===== config.mk =====
export PLATFORM = sky130hd
export DESIGN_NAME = game_flow_ctrl
export DESIGN_NICKNAME = d
export VERILOG_FILES = /design/src/rtl/game_pkg.sv /design/src/rtl/key_sync_edge.sv /design/src/rtl/game_flow_ctrl.sv
export SDC_FILE = /design/constraint.sdc
export NUM_CORES = 1
export LEC_CHECK = 0
export ABC_CLOCK_PERIOD_IN_PS = 4950
export BUFFER_PORTS_ARGS = -buffer_cell sky130_fd_sc_hd__buf_4
export CAP_MARGIN = 20
export CORE_AREA = 2 2 77 79
export DETAILED_ROUTE_END_ITERATION = 16
export DIE_AREA = 0 0 79 81
export PLACE_DENSITY = 0.79
export SKIP_CTS_REPAIR_TIMING = 1
export SYNTH_ARGS = -nofsm -noshare
export SYNTH_HDL_FRONTEND = slang
export SYNTH_SLANG_ARGS = --single-unit

===== constraint.sdc =====
create_clock -name clk -period 4.95 [get_ports clk]
set_clock_uncertainty 0.2 [all_clocks]
set_input_delay 0.7425 -clock clk [delete_from_list [all_inputs] [get_ports clk]]
set_output_delay 0.7425 -clock clk [all_outputs]
set_load 0.01 [all_outputs]

===== src/rtl/game_pkg.sv =====
// Shared encodings for the paddle/ball game sequencer:
// FSM state codes and board key indices.
package game_pkg;

    typedef enum logic [2:0] {
        IDLE      = 3'd0,
        SERVE     = 3'd1,
        PLAY      = 3'd2,
        MISS      = 3'd3,
        GAME_OVER = 3'd4,
        WIN       = 3'd5
    } state_e;

    localparam int KEY_START  = 3;
    localparam int KEY_LAUNCH = 2;
    localparam int KEY_LEFT   = 1;
    localparam int KEY_RIGHT  = 0;

endpackage


===== src/rtl/key_sync_edge.sv =====
// Two-flop synchronizer for an active-low push-button,
// followed by a registered one-cycle press (falling-edge) pulse.
module key_sync_edge (
    input  logic clk,
    input  logic rst,
    input  logic key_n,
    output logic press_p
);

    logic s1_q, s1_d;
    logic s2_q, s2_d;
    logic prev_q, prev_d;
    logic pulse_q, pulse_d;

    always_comb begin
        s1_d    = key_n;
        s2_d    = s1_q;
        prev_d  = s2_q;
        pulse_d = prev_q & ~s2_q;
    end

    // Released key reads as 1, so reset to 1 to avoid a false press.
    always_ff @(posedge clk or posedge rst) begin
        if (rst) begin
            s1_q    <= 1'b1;
            s2_q    <= 1'b1;
            prev_q  <= 1'b1;
            pulse_q <= 1'b0;
        end else begin
            s1_q    <= s1_d;
            s2_q    <= s2_d;
            prev_q  <= prev_d;
            pulse_q <= pulse_d;
        end
    end

    assign press_p = pulse_q;

endmodule


===== src/rtl/game_flow_ctrl.sv =====
// Game sequencer: turns start/launch keys and ball events into the
// attract/serve/play/miss/game-over/win flow, tracking lives and score.
module game_flow_ctrl
    import game_pkg::*;
#(
    parameter int          LIVES            = 3,
    parameter logic [24:0] MISS_PAUSE       = 25'd25_000_000,
    parameter int          POINTS_PER_BRICK = 10,
    parameter int          SCORE_W          = 16
) (
    input  logic               clk,
    input  logic               rst,
    input  logic [3:0]         KEY,
    input  logic               ball_miss,
    input  logic               brick_hit,
    input  logic               bricks_cleared,
    output logic               lose,
    output logic               ball_hold,
    output logic               ball_launch,
    output logic               ball_reset,
    output logic [2:0]         lives,
    output logic [SCORE_W-1:0] score,
    output logic [2:0]         state_o,
    output logic               game_over,
    output logic               win
);

    localparam logic [2:0]       LIVES_INIT = 3'(LIVES);
    localparam logic [SCORE_W:0] PTS        = (SCORE_W+1)'(POINTS_PER_BRICK);

    logic start_p, launch_p;
    logic unused_keys;

    assign unused_keys = ^KEY[KEY_LEFT:KEY_RIGHT];

    key_sync_edge u_start (
        .clk     (clk),
        .rst     (rst),
        .key_n   (KEY[KEY_START]),
        .press_p (start_p)
    );

    key_sync_edge u_launch (
        .clk     (clk),
        .rst     (rst),
        .key_n   (KEY[KEY_LAUNCH]),
        .press_p (launch_p)
    );

    state_e             state_q, state_d;
    logic [2:0]         lives_q, lives_d;
    logic [SCORE_W-1:0] score_q, score_d;
    logic [24:0]        cnt_q, cnt_d;
    logic               launch_q, launch_d;
    logic               reset_q, reset_d;
    logic [SCORE_W:0]   score_sum;

    assign score_sum = {1'b0, score_q} + PTS;

    always_comb begin
        state_d = state_q;
        lives_d = lives_q;
        score_d = score_q;
        cnt_d   = cnt_q;

        // Brick points count even on the cycle that leaves PLAY.
        if (state_q == PLAY && brick_hit) begin
            score_d = score_sum[SCORE_W] ? '1 : score_sum[SCORE_W-1:0];
        end

        unique case (state_q)
            IDLE, GAME_OVER, WIN: begin
                if (start_p) begin
                    state_d = SERVE;
                    lives_d = LIVES_INIT;
                    score_d = '0;
                end
            end
            SERVE: begin
                if (launch_p) state_d = PLAY;
            end
            PLAY: begin
                if (bricks_cleared) begin
                    state_d = WIN;
                end else if (ball_miss && lives_q == 3'd1) begin
                    state_d = GAME_OVER;
                    lives_d = 3'd0;
                end else if (ball_miss) begin
                    state_d = MISS;
                    lives_d = lives_q - 3'd1;
                    cnt_d   = MISS_PAUSE - 25'd1;
                end
            end
            MISS: begin
                if (cnt_q == 25'd0) state_d = SERVE;
                else                cnt_d   = cnt_q - 25'd1;
            end
            default: state_d = IDLE;
        endcase

        launch_d = (state_d == PLAY)  && (state_q != PLAY);
        reset_d  = (state_d == SERVE) && (state_q != SERVE);
    end

    always_ff @(posedge clk or posedge rst) begin
        if (rst) begin
            state_q  <= IDLE;
            lives_q  <= LIVES_INIT;
            score_q  <= '0;
            cnt_q    <= '0;
            launch_q <= 1'b0;
            reset_q  <= 1'b0;
        end else begin
            state_q  <= state_d;
            lives_q  <= lives_d;
            score_q  <= score_d;
            cnt_q    <= cnt_d;
            launch_q <= launch_d;
            reset_q  <= reset_d;
        end
    end

    // Paddle stays live in SERVE so the player can aim the serve.
    assign lose        = (state_q == IDLE) || (state_q == MISS) ||
                         (state_q == GAME_OVER) || (state_q == WIN);
    assign ball_hold   = (state_q == IDLE) || (state_q == SERVE) ||
                         (state_q == MISS);
    assign game_over   = (state_q == GAME_OVER);
    assign win         = (state_q == WIN);
    assign ball_launch = launch_q;
    assign ball_reset  = reset_q;
    assign lives       = lives_q;
    assign score       = score_q;
    assign state_o     = state_q;

endmodule

## After elaboration in Yosys (flattened, before gate mapping)

Cells that the tools add are included.

| word-level totals | value |
|---|---|
| word-level logic and storage cells | 74 |
| register bits after elaboration | 57 |

| cells by class | value |
|---|---|
| bitwise logic cells | 4 |
| add/subtract/negate cells | 3 |
| equality and inequality tests | 16 |
| mux-type cells | 21 |
| reductions and logical operators | 16 |

Operators with widths:

| cell | count |
|---|---|
| 2-to-1 mux 25 bit | 4 |
| 2-to-1 mux 16 bit | 4 |
| one-hot mux 25 bit (2 select lines) | 1 |
| 2-to-1 mux 3 bit | 10 |
| logical NOT 25 bit | 1 |
| subtractor 25 x 1 -> 25 bit, second input constant | 1 |
| adder 16 x 4 -> 17 bit, second input constant | 1 |
| one-hot mux 3 bit (4 select lines) | 1 |
| == test 3 x 1 -> 1 bit, second input constant | 3 |
| == test 3 x 2 -> 1 bit, second input constant | 3 |
| inequality test 2 bit, second input constant | 4 |
| == test 3 bit, second input constant | 2 |
| inequality test 3 x 2 -> 1 bit, second input constant | 2 |
| one-hot mux 3 bit (2 select lines) | 1 |
| logical OR 1 bit | 5 |
| AND reduction 5 bit | 1 |
| logical AND 1 bit | 4 |
| AND reduction 4 bit | 1 |
| nonzero test 2 bit | 2 |
| logical NOT 3 bit | 1 |
| inequality test 3 x 1 -> 1 bit, second input constant | 1 |
| OR reduction 3 bit | 1 |
| subtractor 3 x 1 -> 3 bit, second input constant | 1 |
| AND 1 bit | 2 |
| 2 further kinds | 3 |

## Depth between registers and ports, before layout

Gate-level depths: netlist (run 1).

| logic depth | value |
|---|---|
| word-level depth | 7 |
| depth in mapped cells | 9 |

## Hierarchy

From an unflattened synthesis (run 1), not the netlist that was laid out.

| second synthesis, totals | value |
|---|---|
| cells, all modules | 314 |
| area total of the unflattened synthesis | 3010.4 µm² |

By module, submodules not included:

| module | times used | area an instance (µm²) | cells each |
|---|---|---|---|
| game_flow_ctrl | 1 | 2767.7 | 302 |
| key_sync_edge | 2 | 121.4 | 6 |

## Least setup slack after synthesis (run 1)

OpenSTA, ideal clock, no wires.

| path | value |
|---|---|
| path type | reg2reg |
| start | reg lives_q[1] (netlist: lives[1]) |
| end | reg cnt_q[5] |
| data required time | 4681 ps |
| setup slack | 2306 ps |
| data arrival time | 2375 ps |
| library setup time | 69 ps |
| path buffers | 0 |
| stages on the path, launching flop included | 8 |
| clock period less this slack | 2644 ps |
| cells stage by stage | dfstp_2 inv_1 ha_1 nor2b_1 o21ai_0 o311ai_4 or4_2 nand3_1 |

| between the ends | value |
|---|---|
| cells in the longest elaborated chain, start to end | 4 |

RTL lines:

| what | line | source |
|---|---|---|
| start, declared | game_flow_ctrl.sv:51 | `logic [2:0] lives_q, lives_d;` |
| start signal, assigned | game_flow_ctrl.sv:115 | `lives_q <= lives_d;` |
| == test 3 x 1 -> 1 bit | game_flow_ctrl.sv:85 | `end else if (ball_miss && lives_q == 3'd1) begin` |
| logical AND 1 bit | game_flow_ctrl.sv:85 |  |
| inequality test 2 bit (no line) | - |  |
| AND reduction 5 bit (no line) | - |  |
| end signal, assigned | game_flow_ctrl.sv:117 | `cnt_q <= cnt_d;` |
| end, declared | game_flow_ctrl.sv:53 | `logic [24:0] cnt_q, cnt_d;` |

No other way between the ends.
A chain may end at the register's enable or synchronous reset.

## Worst setup path after layout (run 1)

Ends and elaborated chain as after synthesis.

==> reports/results.txt, run 1 <==
die area: 6399 µm²
final WL: 6466 µm
post-synthesis sequential area ratio: 48.83%
Area Overhead vs Synth: 16.84%
Cells after Synth: 306
IO buf count: 34
Net Count, Synth: 319
number of flops mapped to enable cells by yosys: 0
RSZ-0062 raised after global routing: false
Synth top area share: 41.68%
CTS tree: yes
outcome: completed
Worst Max-Slew Pin Slew: 0.8694 ns
number of max-cap violations: 0
HP Class: register to register
Post-layout nets: 352
Bufs and invs on worst path: 1
H-tree levels: 3
commonest cells in the netlist: dfrtp_1, o21ai_0, a21oi_1, nor2_1, nand3_1
Crit Path Max Fanout: 17
final hold vios: 0
r2r setup slk: 1.83 ns
# rows: 28
post-route clock period utilization: 63.07%
crit path launch: lives[1]$_DFFE_PP1P_
Tmin final: 3.122 ns
ant diodes: 0
vias: 2522
initial antenna violation count: 0
Seq. cell area: 1436 µm²
Synth Flop Type: dfrtp_1
Cell variety after synth: 52
die height: 81 µm
worst skew pair latency: 0.34 ns
syn avg cell area: 9.613 µm²
I/O pin count: 37
warnings from Yosys: 0
Startpoint Class: register
DRC: 0
Stages on worst setup path: 7
max incr delay on CP: 0.69 ns
post-route ant nets: 0
share of cells above drive strength 1: 20.93%
total gr overflow: 0
total core area: 5675 µm²
Crit Path Category: register to register
LEAKAGE: 1.465 nW
crit path DAT: 3.18 ns
Total Power: 0.001701 W
vias in the first global route: 2416
area taken by multi-input logic gates: 1406 µm²
slowest stage cell on the critical path: o21ai_0
gpl congestion: 0.8445
achievable frequency: 320.3 MHz
CTS clock-pin slew for the worst setup and hold paths: 0.06 ns
Seq cells post-synth: 57
delay-heaviest family, CP: compound AO/OA/AOI/OAI gates
Starting Density: 51.83%
ys async rst share: 100.0%
First-pass DRT Iterations: 4
DP HPWL: 4424 µm
CP Cell Sequence: inv_1 -> ha_1 -> nor2b_1 -> o21ai_0 -> o311ai_4 -> or4_2 -> nand3_1
reg-to-reg startpoint: lives[1]$_DFFE_PP1P_
WL/cell: 15.43 µm
vias per cell: 6.019
setup tns final: 0 ns
count of pins over their slew limit: 0
maximum root-to-sink buffer count: 2
final setup violation count: 0
largest net degree at the start of global routing: 58
CTS root buffer: clkbuf_8
fill cell count: 505
CP Capture Type: register
Peak VDD IR: 0.0003426 V
Slew headroom: 41.43%
power density cells: 494.8 nW/µm²
Total Routing Usage GR: 22.24%
post-synth top area cell: dfrtp_1
first-pass GRT wire length: 11050 µm
mapped cell area: 2942 µm²
WP data required: 5.01 ns
synth top area cells: dfrtp_1, dfstp_2, o21ai_0
end of the critical path: cnt_q[5]$_DFFE_PP0P_
chip width: 79 µm
total CTS buffers: 9
most common cell in the netlist: dfrtp_1
initial detailed-routing violation count: 156
R2R cell count: 7
clock sink count: 57
reg2reg end: cnt_q[5]$_DFFE_PP0P_
-- registers in the layout, summed over array words and instances (netlist names), 3 cells and up --
signal	flops
cnt_q	25
score	16
lives	3
state_o	3
-- power by group --
part           switching [W]  internal, W  total (W)
registers           0.000148     0.000599   0.000746
logic               0.000296     0.000237   0.000533
clock network       0.000176     0.000245   0.000421
-- logic make-up after synthesis --
family | share of synthesized area (%)
AND/OR/NAND/NOR | 27.18
buffers and inverters | 3.360
XOR/XNOR | 2.978
flip-flops | 48.83
AO/OA/AOI/OAI | 15.61
adder cells (fa/ha/maj) | 1.701
multiplexers | 0.3403
-- area by class of cell --
type | count | area share [%]
Clock buffer | 13 | 4.332
Tap cell | 75 | 2.730
Inverter | 9 | 0.9829
Timing Repair Buffer | 37 | 8.082
Multi-Input combinational cell | 225 | 40.92
Clock inverter | 3 | 1.165
Sequential cell | 57 | 41.79
-- through the flow --
stage	setup WS, ns	utilization, %	hold WS (ns)	cells	cell area, µm²
after global routing	1.678	60.56	0.1609	419	3437
after detailed placement	1.777	57.10	0.1472	402	3241
after floorplan	2.306	-	0.1452	306	2942
final	1.828	60.56	0.1586	419	3437
after global placement	1.803	57.10	0.1495	402	3241
after CTS	1.848	60.43	0.1598	418	3430
-- placed cells by master (no fill, tap or decap), types with 5 or more instances in the layout --
cell type	synthesis	final
nor2b_1	8	8
or3_1	9	9
nor4_1	5	5
a21oi_1	19	19
nand2_1	15	15
a31oi_1	7	7
nand3_1	17	17
nor3_1	14	14
clkbuf_8	0	10
o21ai_0	22	22
or4_1	12	12
dfrtp_1	49	49
and3_1	5	5
nor2_1	19	19
xor2_1	8	8
o31ai_1	8	8
dfstp_2	8	8
nand2b_1	6	6
buf_4	1	36
inv_1	9	8
-- how the worst min path moves through the flow --
| stage | from | end | slack (ns) | cells past startpoint |
|---|---|---|---|---|
| after floorplan | u_launch.s1_q$_DFF_PP1_ | u_launch.prev_d$_DFF_PP1_ | 0.15 | 0 |
| after global placement | u_launch.s1_q$_DFF_PP1_ | u_launch.prev_d$_DFF_PP1_ | 0.15 | 0 |
| after detailed placement | u_launch.s1_q$_DFF_PP1_ | u_launch.prev_d$_DFF_PP1_ | 0.15 | 0 |
| after CTS | u_launch.s1_q$_DFF_PP1_ | u_launch.prev_d$_DFF_PP1_ | 0.16 | 0 |
| after global routing | u_start.s1_q$_DFF_PP1_ | u_start.prev_d$_DFF_PP1_ | 0.16 | 0 |
| final | u_launch.s1_q$_DFF_PP1_ | u_launch.prev_d$_DFF_PP1_ | 0.16 | 0 |
-- routing by layer --
layer | GRT usage, % | share of wire [%] | up-vias
met1 | 29.95 | 46 | 1229
met3 | 5.444 | 4.5 | 15
met4 | 11.21 | 2.2 | 0
met5 | 0 | 0 | -
li1 | - | - | 1209
met2 | 33.73 | 47 | 69
(Power assumes the default switching activity.)
==> run 2: changes to the inputs <==
--- a/config.mk
+++ b/config.mk
@@ -5,7 +5,7 @@
 export SDC_FILE = /design/constraint.sdc
 export NUM_CORES = 1
 export LEC_CHECK = 0
-export ABC_CLOCK_PERIOD_IN_PS = 4950
+export ABC_CLOCK_PERIOD_IN_PS = 3000
 export BUFFER_PORTS_ARGS = -buffer_cell sky130_fd_sc_hd__buf_4
 export CAP_MARGIN = 20
 export CORE_AREA = 2 2 77 79
==> constraint.sdc (replaced) <==
create_clock -name clk -period 3 [get_ports clk]
set_clock_uncertainty 0.2 [all_clocks]
set_input_delay 0.45 -clock clk [delete_from_list [all_inputs] [get_ports clk]]
set_output_delay 0.45 -clock clk [all_outputs]
set_load 0.01 [all_outputs]
==> run 2 against run 1 <==
The flow now finishes with violations (negative hold slack). Wire length is 5.8% higher. Maximum frequency is 8.8% higher. Register-to-register slack got worse by 1.7 ns. Non-clock buffer count increased by 10. Via count up 4.0%. Design area increased by 2.7%. Largest cell class unchanged. Worst hold slack got worse by 0.18 ns. Sequential power rose by 61%. Die area unchanged. Critical endpoint is now cnt_q[12]$_DFFE_PP0P_.
==> reports/results.txt, run 2 (synthesis gave the netlist of run 1 again) <==
outcome: finished, violations left
failing checks: negative hold slack
Seq. cell area: 1436 µm² (unchanged)
vias per cell: 6.112 (+1.5%)
Largest Register: cnt_q
fill cell count: 483 (-4.4%)
Placed Area: 3323 µm² (+2.5%)
post-route clock period utilization: 95.64% (+33 points)
maximum root-to-sink buffer count: 2 (unchanged)
Total Routing Usage GR: 22.80% (+0.56 points)
Worst Max-Slew Pin Slew: 0.5960 ns (-0.2734 ns)
die area: 6399 µm² (unchanged)
Total Power: 0.002922 W (+72%)
area taken by multi-input logic gates: 1406 µm² (unchanged)
number of flip-flops in the largest register: 25 (unchanged)
First-pass DRT Iterations: 5 (+1)
CTS clock-pin slew for the worst setup and hold paths: 0.06 ns (about the same)
final hold vios: 22 (+22)
Design Area, Final: 3531 µm² (+2.7%)
reg-to-reg startpoint: cnt_q[0]$_DFFE_PP0P_
count of pins over their slew limit: 0 (unchanged)
commonest cells after routing, fill and taps aside: dfrtp_1, buf_4, o21ai_0, nor2_1, a21oi_1
crit path DAT: 2.86 ns (-0.32 ns)
RSZ-0062 raised after global routing: false
post-route ant nets: 0 (unchanged)
reg2reg end: cnt_q[12]$_DFFE_PP0P_
number of max-cap violations: 0 (unchanged)
Startpoint Class: register
Area Overhead vs Synth: 20.03%
IO buf count: 34 (unchanged)
clock sink count: 57 (unchanged)
Slew headroom: 59.93% (+19 points)
total gr overflow: 0 (unchanged)
CTS root buffer: clkbuf_8
dpl cells: 413 (+2.7%)
Switch Pwr: 0.001053 W (+70%)
final setup violation count: 0 (unchanged)
power density cells: 827.5 nW/µm² (+67%)
vias in the first global route: 2441 (+1.0%)
worst skew pair latency: 0.33 ns (about the same)
Tmin final: 2.869 ns (-0.2528 ns)
initial antenna violation count: 0 (unchanged)
Peak VDD IR: 0.0005357 V (+56%)
WP data required: 2.99 ns (-2.02 ns)
WL/cell: 15.94 µm (+3.3%)
Non-Filler Instances: 429 (+2.4%)
share of cells above drive strength 1: 23.45% (+2.5 points)
Starting Density: 51.83% (unchanged)
initial detailed-routing violation count: 141 (-9.6%)
HP Class: primary input to async pin
first-pass GRT wire length: 11440 µm (+3.5%)
H-tree levels: 3 (unchanged)
# rows: 28 (unchanged)
gpl congestion: 0.8576 (+1.6%)
DRC: 0 (unchanged)
hold_ws: -0.02568 ns (-0.1843 ns)
achievable frequency: 348.5 MHz (+8.8%)
final WL: 6840 µm (+5.8%)
largest net degree at the start of global routing: 26 (-55%)
setup tns final: 0 ns (unchanged)
total CTS buffers: 9 (unchanged)
combinational power share: 33.3% (+2.0 points)
internal power: 0.001868 W (+73%)
Post-layout nets: 362 (+2.8%)
r2r setup slk: 0.13 ns (-1.70 ns)
Crit Path Max Fanout: 10 (-7)
I/O pin count: 37 (unchanged)
die height: 81 µm (unchanged)
R2R cell count: 7 (unchanged)
DP HPWL: 4705 µm (+6.3%)
Crit Path Category: register to register
total core area: 5675 µm² (unchanged)
ant diodes: 0 (unchanged)
vias: 2622 (+4.0%)
Sequential Power Share: 41.1% (-2.8 points)
CP Capture Type: register
Sw Share: 36.05% (-0.40 points)
clock network power share: 25.7% (+0.9 points)
commonest non-fill, non-tap cell in the layout: dfrtp_1
CTS tree: yes
LEAKAGE: 1.524 nW (+4.0%)
chip width: 79 µm (unchanged)
-- run 2: final cells by class --
| cell class | instances | share of cell area (%) |
|---|---|---|
| clock buffers | 14 | 4.890 |
| repair buffers | 47 | 9.993 |
| multi-input cells | 225 | 39.83 |
| flip-flops and latches | 57 | 40.68 |
| well taps | 75 | 2.658 |
| inverters | 9 | 0.9568 |
| clock inverters | 2 | 0.9922 |
-- run 2: worst max path at each step --
stage	start	endpoint	slack [ns]	depth (start not counted)
after floorplan	lives[1]$_DFFE_PP1P_	cnt_q[5]$_DFFE_PP0P_	0.36	7
after global placement	cnt_q[13]$_DFFE_PP0P_	cnt_q[23]$_DFFE_PP0P_	0.27	5
after detailed placement	cnt_q[0]$_DFFE_PP0P_	cnt_q[12]$_DFFE_PP0P_	0.18	7
after CTS	cnt_q[0]$_DFFE_PP0P_	cnt_q[12]$_DFFE_PP0P_	0.16	7
after global routing	cnt_q[0]$_DFFE_PP0P_	cnt_q[15]$_DFFE_PP0P_	0.03	7
final	cnt_q[0]$_DFFE_PP0P_	cnt_q[12]$_DFFE_PP0P_	0.13	7
-- run 2: critical path, cell delays in order (launching register included) --
cell      delay (ns)
dfrtp_1         0.39
inv_1           0.12
ha_1            0.19
or3b_1          0.52
or4_4           0.54
or3_1           0.45
a311oi_1        0.26
a31oi_1         0.07
-- run 2: through the flow --
step	setup WS, ns	utilization, %
3_3_place_gp	0.2739	58.55
2_1_floorplan	0.3557	-
3_5_place_dp	0.1800	58.55
4_1_cts	0.1608	62.21
6_report	0.1308	62.21
5_1_grt	0.03026	62.21
-- run 2: per-layer routing --
metal,vias to the layer above,GRT usage (%),wire (µm)
met5,-,0,0
met4,0,7.931,93
met3,8,4.889,353
met2,82,36.69,3345
met1,1300,30.77,3046
li1,1232,-,-
-- run 2: power groups by stage --
stage / logic [W] / clock network [W] / registers, W
after CTS: 0.000971 / 0.000762 / 0.00119
after detailed placement: 0.000965 / 0 / 0.00120
after global placement: 0.000927 / 0 / 0.00118
after floorplan: 0.000621 / 0 / 0.00117
final: 0.000973 / 0.000750 / 0.00120
after global routing: 0.00107 / 0.000801 / 0.00123
==> run 3: changes to the inputs <==
--- a/config.mk
+++ b/config.mk
@@ -5,12 +5,13 @@
 export SDC_FILE = /design/constraint.sdc
 export NUM_CORES = 1
 export LEC_CHECK = 0
+export ABC_AREA = 1
 export ABC_CLOCK_PERIOD_IN_PS = 3000
 export BUFFER_PORTS_ARGS = -buffer_cell sky130_fd_sc_hd__buf_4
-export CAP_MARGIN = 20
-export CORE_AREA = 2 2 77 79
+export CAP_MARGIN = 15
+export CORE_AREA = 2 2 84 86
 export DETAILED_ROUTE_END_ITERATION = 16
-export DIE_AREA = 0 0 79 81
+export DIE_AREA = 0 0 86 88
 export PLACE_DENSITY = 0.79
 export SKIP_CTS_REPAIR_TIMING = 1
 export SYNTH_ARGS = -nofsm -noshare
==> run 3 against run 2 <==
The flow now finishes without violations. Critical path depth rose by 2. Wire length rose by 15%. Design area rose by 16%. Synthesized cell count rose by 60%. Highest routed layer unchanged. Non-clock buffer count fell by 9. Cell count rose by 44%. Via count rose by 26%. Worst hold slack improved by 0.056 ns. Total power fell by 48%. Critical endpoint is now cnt_q[16]$_DFFE_PP0P_.
==> reports/results.txt, run 3 <==
WP data required: 3.03 ns (+0.04 ns)
crit path DAT: 2.29 ns (-0.57 ns)
delay-heaviest family, CP: simple AND/OR/NAND/NOR gates
largest net degree at the start of global routing: 35 (+35%)
share of cells above drive strength 1: 19.37% (-4.1 points)
number of flip-flops in the largest register: 25 (unchanged)
Post-layout nets: 545 (+51%)
Bufs and invs on worst path: 1 (unchanged)
final hold vios: 0 (-100%)
IO buf count: 34 (unchanged)
syn avg cell area: 7.275 µm² (-24%)
outcome: completed
CP Cell Sequence: inv_1 -> ha_1 -> nand2_2 -> nor2_4 -> nand2_4 -> o21ai_2 -> nand2_4 -> nand2_1 -> o21ai_2
vias per cell: 5.371 (-12%)
WL/cell: 12.78 µm (-20%)
die area: 7568 µm² (+18%)
First-pass DRT Iterations: 4 (-1)
Total Routing Usage GR: 22.85% (+0.051 points)
vias: 3314 (+26%)
total gr overflow: 0 (unchanged)
ant diodes: 0 (unchanged)
commonest non-fill, non-tap cell in the layout: nand2_1
first-pass GRT wire length: 13660 µm (+19%)
post-route clock period utilization: 75.32% (-20 points)
I/O pin count: 37 (unchanged)
HP Class: primary input to async pin
vias in the first global route: 3130 (+28%)
clock sink count: 57 (unchanged)
Worst Max-Slew Pin Slew: 0.7254 ns (+0.1294 ns)
warnings from Yosys: 0 (unchanged)
maximum root-to-sink buffer count: 2 (unchanged)
max incr delay on CP: 0.39 ns (-0.15 ns)
post-synthesis mux area share: 0% (-0.34 points)
compound-gate portion of the synthesized area: 9.737% (-5.9 points)
Cell variety after synth: 31 (-40%)
clock network power share: 47.0% (+21 points)
Post-Synth Simple-Gate Area: 37.13% (+9.9 points)
initial antenna violation count: 0 (unchanged)
main combinational cell family by area after synthesis: simple AND/OR/NAND/NOR gates
final setup violation count: 0 (unchanged)
commonest cells after routing, fill and taps aside: nand2_1, inv_1, nor2_1, nand3_1, dfrtp_1
mapped cell area: 3572 µm² (+21%)
LEAKAGE: 2.089 nW (+37%)
slowest stage cell on the critical path: dfrtp_1
total CTS buffers: 9 (unchanged)
combinational power share: 2.2% (-31 points)
ys async rst share: 100.0% (unchanged)
Crit Path Category: register to register
Cells after Synth: 491 (+60%)
commonest cells in the netlist: nand2_1, inv_1, nor2_1, nand3_1, dfrtp_1
worst skew pair latency: 0.35 ns (+0.02 ns)
power density cells: 375.6 nW/µm² (-55%)
Largest Register: cnt_q
DP HPWL: 5668 µm (+20%)
Crit Path Max Fanout: 32 (+22)
post-route ant nets: 0 (unchanged)
number of flops mapped to enable cells by yosys: 0 (unchanged)
count of pins over their slew limit: 0 (unchanged)
XOR/XNOR Fraction of Synth Area: 1.961% (-1.0 points)
synth top area cells: dfrtp_1, nand2_1, nand3_1
chip width: 86 µm (+8.9%)
H-tree levels: 3 (unchanged)
Slew headroom: 51.57% (-8.4 points)
Seq cells post-synth: 57 (unchanged)
Starting Density: 53.77% (+1.9 points)
final WL: 7886 µm (+15%)
CTS clock-pin slew for the worst setup and hold paths: 0.07 ns (about the same)
Switch Pwr: 0.0003632 W (-66%)
Startpoint Class: register
Synth Flop Type: dfrtp_1
CTS tree: yes
die height: 88 µm (+8.6%)
most common cell in the netlist: nand2_1
setup tns final: 0 ns (unchanged)
Area Overhead vs Synth: 14.29%
Sequential Power Share: 50.8% (+9.7 points)
setup ws final: 0.7404 ns (+0.6097 ns)
post-synthesis sequential area ratio: 40.21% (-8.6 points)
achievable frequency: 442.6 MHz (+27%)
CP Capture Type: register
Peak VDD IR: 0.0002500 V (-53%)
# rows: 30 (+7.1%)
gpl congestion: 0.9116 (+6.3%)
RSZ-0062 raised after global routing: false
DRC: 0 (unchanged)
internal power: 0.001170 W (-37%)
total core area: 6644 µm² (+17%)
Synth top area share: 34.33% (-7.4 points)
Tmin final: 2.260 ns (-0.6097 ns)
initial detailed-routing violation count: 181 (+28%)
Sw Share: 23.68% (-12 points)
Net Count, Synth: 504 (+58%)
CTS root buffer: clkbuf_8
post-synth top area cell: dfrtp_1
number of max-cap violations: 0 (unchanged)
DP Worst Slack: 0.7269 ns (+0.5469 ns)
Adder-Cell Fraction of Synth Area: 1.401% (-0.30 points)
[run 3: cell count changes after synthesis, moves of 10 or more]
cell,change
o21ai_2,+16
inv_1,+56
nand4_1,+11
clkbuf_1,-10
or4_1,-12
nor2_1,+44
nand2_1,+117
a21oi_1,-11
nand3_1,+39
[run 3: routing by layer]
metal / vias up / track usage, % / part of all wire (%)
met5: - / 0 / 0
li1: 1651 / - / -
met2: 93 / 38.76 / 49
met4: 0 / 9.812 / 2.0
met1: 1550 / 27.82 / 44
met3: 20 / 5.561 / 5.3
[run 3: cells by family after synthesis]
logic type | after synthesis
flops | 57
simple gates | 292
compound gates | 52
fa+ha+maj | 4
buf+inv | 78
xor+xnor | 8
[run 3: path summary, 6_finish.rpt]
kind	from	end	slack (ns)	cells after the start
worst max-delay path	cnt_q[0]$_DFFE_PP0P_	cnt_q[16]$_DFFE_PP0P_	0.74	9
worst min-delay path	rst	score[15]$_DFF_PP0_	0.03	2
worst max register to register	cnt_q[0]$_DFFE_PP0P_	cnt_q[16]$_DFFE_PP0P_	0.74	9
worst min register to register	u_launch.s1_q$_DFF_PP1_	u_launch.prev_d$_DFF_PP1_	0.16	0
max in group asynchronous	rst	u_launch.prev_q$_DFF_PP1_	1.84	3
min in group clk	u_launch.s1_q$_DFF_PP1_	u_launch.prev_d$_DFF_PP1_	0.16	0
[run 3: final cells by class]
| class | count | area [µm²] |
|---|---|---|
| multi-input combinational | 356 | 1794 |
| clock inverter | 7 | 70.07 |
| fill | 611 | 2561 |
| tap | 80 | 100.1 |
| sequential | 57 | 1436 |
| clock buffer | 9 | 123.9 |
| timing repair buffer | 38 | 290.3 |
| inverter | 70 | 267.8 |
[run 3: per-stage QoR]
step | utilization [%] | hold slack, ns | instances | total power [W] | cell area, µm²
3_3_place_gp | 58.23 | 0.1501 | 599 | 0.0008255 | 3869
2_1_floorplan | - | 0.1452 | 491 | 0.0008104 | 3572
6_report | 61.45 | 0.02982 | 617 | 0.001534 | 4083
5_1_grt | 61.45 | 0.08996 | 617 | 0.001583 | 4083
4_1_cts | 61.15 | -0.003865 | 615 | 0.001545 | 4063
3_5_place_dp | 58.23 | 0.1481 | 599 | 0.0008262 | 3869
[run 3: power by group through the flow]
stage | clock, W | sequential, W | combinational (W)
final | 0.000721 | 0.000779 | 0.0000334
after global routing | 0.000764 | 0.000779 | 0.0000391
after CTS | 0.000733 | 0.000779 | 0.0000330
after detailed placement | 0 | 0.000793 | 0.0000329
after global placement | 0 | 0.000793 | 0.0000323
after floorplan | 0 | 0.000793 | 0.0000177
